## config.mk

```make
export PLATFORM = sky130hd
export DESIGN_NAME = apb_master_arbiter_flat
export DESIGN_NICKNAME = d
export VERILOG_FILES = /design/src/rtl/apb_arb_pkg.sv /design/src/rtl/apb_master_arbiter_if.sv /design/src/rtl/apb_rr_picker.sv /design/src/rtl/apb_master_arbiter.sv /design/src/flat_wrapper.sv
export SDC_FILE = /design/constraint.sdc
export NUM_CORES = 1
export LEC_CHECK = 0
export ABC_CLOCK_PERIOD_IN_PS = 4500
export CORE_ASPECT_RATIO = 1.25
export CORE_MARGIN = 2
export CORE_UTILIZATION = 42
export CTS_BUF_LIST = sky130_fd_sc_hd__clkbuf_8
export DETAILED_ROUTE_END_ITERATION = 10
export GPL_TIMING_DRIVEN = 0
export PLACE_DENSITY_LB_ADDON = 0.2
export REMOVE_ABC_BUFFERS = 1
export SLEW_MARGIN = 0
export SYNTH_ARGS = -nofsm -noshare
export SYNTH_HDL_FRONTEND = slang
export SYNTH_SLANG_ARGS = --single-unit
```

## constraint.sdc

```tcl
create_clock -name PCLK -period 4.5 [get_ports PCLK]
set_input_delay 0.9 -clock PCLK [delete_from_list [all_inputs] [get_ports PCLK]]
set_output_delay 0.9 -clock PCLK [all_outputs]
set_load 0.05 [all_outputs]
```

## src/rtl/apb_arb_pkg.sv

```systemverilog
// apb_arb_pkg: shared types and limits for the APB master arbiter.
//   arb_state_e : arbiter FSM states
//   ARB_MAX_REQ : largest supported requester count
package apb_arb_pkg;

   localparam int unsigned ARB_MAX_REQ = 4;

   typedef enum logic [2:0] {
      StIdle,
      StIssue,
      StSetup,
      StAccess,
      StDone
   } arb_state_e;

endpackage

```

## src/rtl/apb_master_arbiter_if.sv

```systemverilog
// apb_master_arbiter_if: requester-side and master-side signals of the APB master arbiter.
//   req_valid/req_addr/req_wdata/req_write : per-requester command, packed
//   req_done/req_rdata                     : one-hot completion pulse and read data
//   grant/busy                             : current owner and activity flag
//   m_transfer/m_addr/m_wdata/m_write      : command towards the APB master
//   m_rdata/m_ready                        : response from the APB master
// Modports:
//   slave  : the arbiter (serves requesters, drives the APB master command)
//   master : the environment (requesters plus APB master)
interface apb_master_arbiter_if #(
   parameter int unsigned NUM_REQ = 2
);

   logic [NUM_REQ-1:0]    req_valid;
   logic [NUM_REQ*32-1:0] req_addr;
   logic [NUM_REQ*32-1:0] req_wdata;
   logic [NUM_REQ-1:0]    req_write;
   logic [NUM_REQ-1:0]    req_done;
   logic [31:0]           req_rdata;
   logic [NUM_REQ-1:0]    grant;
   logic                  busy;
   logic                  m_transfer;
   logic [31:0]           m_addr;
   logic [31:0]           m_wdata;
   logic                  m_write;
   logic [31:0]           m_rdata;
   logic                  m_ready;

   modport slave (
      input  req_valid, req_addr, req_wdata, req_write, m_rdata, m_ready,
      output req_done, req_rdata, grant, busy, m_transfer, m_addr, m_wdata, m_write
   );

   modport master (
      output req_valid, req_addr, req_wdata, req_write, m_rdata, m_ready,
      input  req_done, req_rdata, grant, busy, m_transfer, m_addr, m_wdata, m_write
   );

endinterface

```

## src/rtl/apb_rr_picker.sv

```systemverilog
// apb_rr_picker: combinational winner selection among pending requests.
//   req_i : pending request per requester
//   ptr_i : round-robin search start index
//   gnt_o : one-hot winner (0 when nothing pending)
//   idx_o : binary index of the winner
// Macro APB_ARB_FIXED_PRIO_EN: lowest index wins and ptr_i is ignored.
module apb_rr_picker #(
   parameter int unsigned NUM_REQ = 2,
   parameter int unsigned PTR_W   = 1
) (
   input  logic [NUM_REQ-1:0] req_i,
   input  logic [PTR_W-1:0]   ptr_i,
   output logic [NUM_REQ-1:0] gnt_o,
   output logic [PTR_W-1:0]   idx_o
);

`ifdef APB_ARB_FIXED_PRIO_EN
   logic unused_ptr;
   assign unused_ptr = ^ptr_i;
`endif

   // Walk offsets from farthest to nearest so the last hit (nearest to the
   // search start) is the one that sticks.
   always_comb begin
      int               j;
      logic [PTR_W-1:0] sel;
      gnt_o = '0;
      idx_o = '0;
      j     = 0;
      sel   = '0;
      for (int off = int'(NUM_REQ) - 1; off >= 0; off--) begin
`ifdef APB_ARB_FIXED_PRIO_EN
         j = off;
`else
         j = int'(ptr_i) + off;
         if (j >= int'(NUM_REQ)) begin
            j = j - int'(NUM_REQ);
         end
`endif
         sel = PTR_W'(j);
         if (req_i[sel]) begin
            gnt_o      = '0;
            gnt_o[sel] = 1'b1;
            idx_o      = sel;
         end
      end
   end

endmodule

```

## src/rtl/apb_master_arbiter.sv

```systemverilog
// apb_master_arbiter: shares the APB master request port among NUM_REQ requesters.
//   PCLK    : clock
//   PRESETn : asynchronous active-low reset
//   bus     : apb_master_arbiter_if.slave (requests, completions, master command/response)
// One transfer at a time: IDLE -> ISSUE -> SETUP -> ACCESS (until m_ready) -> DONE.
// Macro APB_ARB_FIXED_PRIO_EN: fixed priority (lowest index), no pointer register;
// default build uses round robin.
module apb_master_arbiter
   import apb_arb_pkg::*;
#(
   parameter int unsigned NUM_REQ = 2
) (
   input  logic                 PCLK,
   input  logic                 PRESETn,
   apb_master_arbiter_if.slave  bus
);

   localparam int unsigned PTR_W = (NUM_REQ > 1) ? $clog2(NUM_REQ) : 1;

   if (NUM_REQ < 2 || NUM_REQ > ARB_MAX_REQ) begin : g_bad_num_req
      $error("apb_master_arbiter: NUM_REQ must be between 2 and %0d", ARB_MAX_REQ);
   end

   arb_state_e          state_q, state_d;
   logic [NUM_REQ-1:0]  gnt_q, gnt_d;
   logic [31:0]         addr_q, addr_d;
   logic [31:0]         wdata_q, wdata_d;
   logic                write_q, write_d;
   logic [31:0]         rdata_q, rdata_d;
   logic [NUM_REQ-1:0]  pick_gnt;
   logic [PTR_W-1:0]    pick_idx;
   logic [PTR_W-1:0]    pick_ptr;
   logic                arb_win;

   // Arbitration happens only in IDLE; requests arriving later wait in place.
   assign arb_win = (state_q == StIdle) && (|bus.req_valid);

`ifdef APB_ARB_FIXED_PRIO_EN
   logic unused_idx;
   assign unused_idx = ^pick_idx;
   assign pick_ptr   = '0;
`else
   logic [PTR_W-1:0] ptr_q, ptr_d;

   always_comb begin
      ptr_d = ptr_q;
      if (arb_win) begin
         ptr_d = (pick_idx == PTR_W'(NUM_REQ - 1)) ? '0 : pick_idx + PTR_W'(1);
      end
   end

   always_ff @(posedge PCLK or negedge PRESETn) begin
      if (!PRESETn) begin
         ptr_q <= '0;
      end else begin
         ptr_q <= ptr_d;
      end
   end

   assign pick_ptr = ptr_q;
`endif

   apb_rr_picker #(
      .NUM_REQ (NUM_REQ),
      .PTR_W   (PTR_W)
   ) u_picker (
      .req_i (bus.req_valid),
      .ptr_i (pick_ptr),
      .gnt_o (pick_gnt),
      .idx_o (pick_idx)
   );

   // State register
   always_ff @(posedge PCLK or negedge PRESETn) begin
      if (!PRESETn) begin
         state_q <= StIdle;
      end else begin
         state_q <= state_d;
      end
   end

   // Next-state logic; m_ready is deliberately ignored in SETUP since slave
   // PREADY may already be high before PENABLE.
   always_comb begin
      state_d = state_q;
      unique case (state_q)
         StIdle:   if (|bus.req_valid) state_d = StIssue;
         StIssue:  state_d = StSetup;
         StSetup:  state_d = StAccess;
         StAccess: if (bus.m_ready) state_d = StDone;
         StDone:   state_d = StIdle;
         default:  state_d = StIdle;
      endcase
   end

   // Grant, command latch and read-data capture
   always_comb begin
      gnt_d   = gnt_q;
      addr_d  = addr_q;
      wdata_d = wdata_q;
      write_d = write_q;
      rdata_d = rdata_q;
      if (arb_win) begin
         gnt_d = pick_gnt;
         for (int k = 0; k < int'(NUM_REQ); k++) begin
            if (pick_gnt[k]) begin
               addr_d  = bus.req_addr[k*32 +: 32];
               wdata_d = bus.req_wdata[k*32 +: 32];
               write_d = bus.req_write[k];
            end
         end
      end
      if (state_q == StAccess && bus.m_ready) begin
         rdata_d = write_q ? 32'h0 : bus.m_rdata;
      end
      if (state_q == StDone) begin
         gnt_d = '0;
      end
   end

   always_ff @(posedge PCLK or negedge PRESETn) begin
      if (!PRESETn) begin
         gnt_q   <= '0;
         addr_q  <= '0;
         wdata_q <= '0;
         write_q <= 1'b0;
         rdata_q <= '0;
      end else begin
         gnt_q   <= gnt_d;
         addr_q  <= addr_d;
         wdata_q <= wdata_d;
         write_q <= write_d;
         rdata_q <= rdata_d;
      end
   end

   // Outputs decoded from registered state only
   always_comb begin
      bus.busy       = (state_q != StIdle);
      bus.m_transfer = (state_q == StIssue);
      bus.req_done   = (state_q == StDone) ? gnt_q : '0;
      bus.grant      = gnt_q;
      bus.req_rdata  = rdata_q;
      bus.m_addr     = addr_q;
      bus.m_wdata    = wdata_q;
      bus.m_write    = write_q;
   end

endmodule

```

## src/flat_wrapper.sv

```systemverilog
// flat-port wrapper written by rule: the top's interface ports become plain ports
module apb_master_arbiter_flat import apb_arb_pkg::*;
#(
   parameter int unsigned NUM_REQ = 2
)
  (PCLK, PRESETn, bus_req_valid, bus_req_addr, bus_req_wdata, bus_req_write, bus_m_rdata, bus_m_ready, bus_req_done, bus_req_rdata, bus_grant, bus_busy, bus_m_transfer, bus_m_addr, bus_m_wdata, bus_m_write);
  apb_master_arbiter_if #(.NUM_REQ(NUM_REQ)) bus_i ();
  input  logic PCLK;
  input  logic PRESETn;
  input wire logic [$bits(bus_i.req_valid)-1:0] bus_req_valid;
  input wire logic [$bits(bus_i.req_addr)-1:0] bus_req_addr;
  input wire logic [$bits(bus_i.req_wdata)-1:0] bus_req_wdata;
  input wire logic [$bits(bus_i.req_write)-1:0] bus_req_write;
  input wire logic [$bits(bus_i.m_rdata)-1:0] bus_m_rdata;
  input wire logic [$bits(bus_i.m_ready)-1:0] bus_m_ready;
  output wire logic [$bits(bus_i.req_done)-1:0] bus_req_done;
  output wire logic [$bits(bus_i.req_rdata)-1:0] bus_req_rdata;
  output wire logic [$bits(bus_i.grant)-1:0] bus_grant;
  output wire logic [$bits(bus_i.busy)-1:0] bus_busy;
  output wire logic [$bits(bus_i.m_transfer)-1:0] bus_m_transfer;
  output wire logic [$bits(bus_i.m_addr)-1:0] bus_m_addr;
  output wire logic [$bits(bus_i.m_wdata)-1:0] bus_m_wdata;
  output wire logic [$bits(bus_i.m_write)-1:0] bus_m_write;
  assign bus_i.req_valid = bus_req_valid;
  assign bus_i.req_addr = bus_req_addr;
  assign bus_i.req_wdata = bus_req_wdata;
  assign bus_i.req_write = bus_req_write;
  assign bus_i.m_rdata = bus_m_rdata;
  assign bus_i.m_ready = bus_m_ready;
  assign bus_req_done = bus_i.req_done;
  assign bus_req_rdata = bus_i.req_rdata;
  assign bus_grant = bus_i.grant;
  assign bus_busy = bus_i.busy;
  assign bus_m_transfer = bus_i.m_transfer;
  assign bus_m_addr = bus_i.m_addr;
  assign bus_m_wdata = bus_i.m_wdata;
  assign bus_m_write = bus_i.m_write;
  apb_master_arbiter #(.NUM_REQ(NUM_REQ)) u_core (.PCLK(PCLK), .PRESETn(PRESETn), .bus(bus_i));
endmodule
```

==> flow_metrics.env <==
export IMPL_viasPerCell=5.45
export IMPL_rsz0062_at_grt="no"
export IMPL_cts_resized_gates=0
export IMPL_fp_dieArea_mm2=0.0118
export IMPL_syn_area_mm2=0.00458
export IMPL_worst_slack_ns=0.771
export IMPL_yosysWarningCount=0
export IMPL_die_h_um=121
export IMPL_arrival_ns=2.83
export IMPL_ir_drop_uv=430
export IMPL_cts_hold_fix_buffers=0
export IMPL_power_leakage_nw=3.15
export IMPL_hp_class="reg -> reg"
export IMPL_period_needed_ns=3.73
export IMPL_synth_seq_cells=103
export IMPL_period_share_pct=82.9
export IMPL_max_slew_margin_pct=20.7
export IMPL_clkLatencyLatePin_ns=0.37
export IMPL_critPathKind="reg -> out"
export IMPL_cts_root_buf="clkbuf_8"
export IMPL_wirelength_mm=14.6
export IMPL_grt_total_usage_pct=24.5
export IMPL_io_pins=270
export IMPL_die_w_um=97.4
export IMPL_startpoint_type="register"
export IMPL_n_antenna_cell=0
export IMPL_grt_pass1_vias=4430
export IMPL_layout_common_cells="clkdlybuf4s50_1 (268), dfrtp_1 (103), o21a_1 (65), a221o_1 (65), nand2_1 (35)"
export IMPL_dr_pass1_iters=4
export IMPL_drtAntennaViolNets=0
export IMPL_grt_ovfl_total=0
export IMPL_layout_nets=804
export IMPL_hold_viol=0
export IMPL_drc=0
export IMPL_drt_iter0_drc=217
export IMPL_finalSetupTns_ns=0
export IMPL_avgSynthCellArea_um2=11.7
export IMPL_tightest_slew_ns=1.19
export IMPL_cts_made_buffers=9
export IMPL_fin_hold_ws_ns=0.487
export IMPL_gp_congestion=0.810
export IMPL_synthDistinctLibCells=21
export IMPL_wl_per_cell_um=18.8
export IMPL_max_cap_viol_count=0
export IMPL_drv_slew=0
export IMPL_grt_max_degree=67
export IMPL_max_stage_delay_ns=0.99
export IMPL_dp_worst_setup_slack_ns=1.16
export IMPL_drive_gt1_share_pct=4.21
export IMPL_cts_sinks=103
export IMPL_skew_ns=0.0101
export IMPL_antenna_found_initial=0
export IMPL_num_rows=42
export IMPL_crit_chain="nor3_4, inv_2, clkdlybuf4s50_1"
export IMPL_post_cts_buffers=0
export IMPL_final_core_util_pct=70.9
export IMPL_fmax_mhz=268
export IMPL_syn_to_final_growth_pct=64.4
export IMPL_initial_utilization_pct=43.2
export IMPL_grt_pass1_wl_mm=23.0
export IMPL_detailed_place_hpwl_mm=10.6
export IMPL_cp_required_ns=3.60
export IMPL_h_tree_depth=3
export IMPL_power_density_mw_per_mm2=769
export IMPL_path_clk_slew_ns=0.09
export IMPL_vias=4216
export IMPL_seq_area_frac_synth_pct=56.3
export IMPL_crit_path_end_kind="output port"
export IMPL_slowest_stage="clkdlybuf4s50_1"
export IMPL_cts_tree="yes"
export IMPL_syn_inst=391
export IMPL_layout_commonest_cell="clkdlybuf4s50_1"
export IMPL_clk_path_buf_depth=2
export IMPL_status="completed"
export IMPL_core_area_mm2=0.0106
export IMPL_path_max_fanout=66
export IMPL_numPortBuffers=269
export IMPL_setup_viol=0
==> sequential cells by signal, summed over array words and instances (netlist names) <==
name / cells
u_core.bus.grant: 2
u_core.pick_ptr: 1
u_core.state_q: 3
u_core.bus.m_write: 1
u_core.bus.req_rdata: 32
u_core.bus.m_addr: 32
u_core.bus.m_wdata: 32
==> critical path, delay by kind of cell (launching register included) <==
family                 cells  cell delay (ns)
DFF                        1             0.49
and+or+nand+nor            1             0.09
buffers and inverters      2             1.85
==> where the power goes <==
| group | total (W) | internal, W | switching, W |
|---|---|---|---|
| combinational | 0.00353 | 0.00136 | 0.00217 |
| sequential | 0.00162 | 0.00134 | 0.000274 |
| clock | 0.000647 | 0.000339 | 0.000307 |
==> through the flow <==
stage / cell area [um2] / power, W / std cells
2_1_floorplan: 4350 / 0.00387 / 352
3_3_place_gp: 7200 / 0.00506 / 753
3_5_place_dp: 7310 / 0.00517 / 758
4_1_cts: 7530 / 0.00583 / 774
5_1_grt: 7530 / 0.00606 / 774
6_report: 7530 / 0.00579 / 774
==> routing by layer <==
| layer | global-route usage (%) | vias to the layer above | wire length [um] |
|---|---|---|---|
| met5 | 0 | - | 0 |
| met4 | 6.51 | 0 | 206 |
| met3 | 8.84 | 15 | 1420 |
| met2 | 42.2 | 217 | 7210 |
| met1 | 29.1 | 2041 | 5720 |
| li1 | - | 1943 | - |
==> path summary, 6_finish.rpt <==
check	startpoint	to	slack (ns)	depth (start not counted)
setup / recovery	u_core.state_q[2]	bus_busy	0.77	3
hold / removal	u_core.bus.req_rdata[8]	u_core.bus.req_rdata[8]	0.49	2
setup reg to reg	u_core.state_q[2]	u_core.bus.m_wdata[25]	2.50	4
hold reg to reg	u_core.bus.req_rdata[8]	u_core.bus.req_rdata[8]	0.49	2
max in group asynchronous	PRESETn	u_core.bus.m_addr[15]	3.26	2
min in group asynchronous	PRESETn	u_core.bus.req_rdata[3]	0.54	1
==> final cells by class <==
class	instances	area, um2
Clock buffer	11	151
Clock inverter	5	72.6
Fill cell	795	3080
Inverter	2	7.51
Multi-Input combinational cell	247	1770
Sequential cell	103	2580
Tap cell	132	165
Timing Repair Buffer	274	2790
==> Yosys cell counts, drive strengths merged <==
library cell	instances	area, um2
a21o	1	7.51
a221o	65	651
a2bb2oi	1	8.76
a31o	2	17.5
and3	5	36.3
buf	21	168
clkbuf	18	67.6
dfrtp	103	2580
inv	2	7.50
nand2	35	131
nand2b	33	206
nand4b	1	8.76
nor2	3	11.3
nor3	2	21.3
nor3b	1	7.51
o21a	65	488
o21ai	33	165
==> cell families (layout without fill, tap and decap cells) <==
| family | count (synthesis) | after routing | synth area share, % |
|---|---|---|---|
| and+or+nand+nor | 80 | 80 | 9.23 |
| AOI/OAI and AO/OA | 167 | 167 | 29.2 |
| buffers and inverters | 41 | 292 | 5.30 |
| DFF | 103 | 103 | 56.3 |
(Power assumes the default switching activity.)
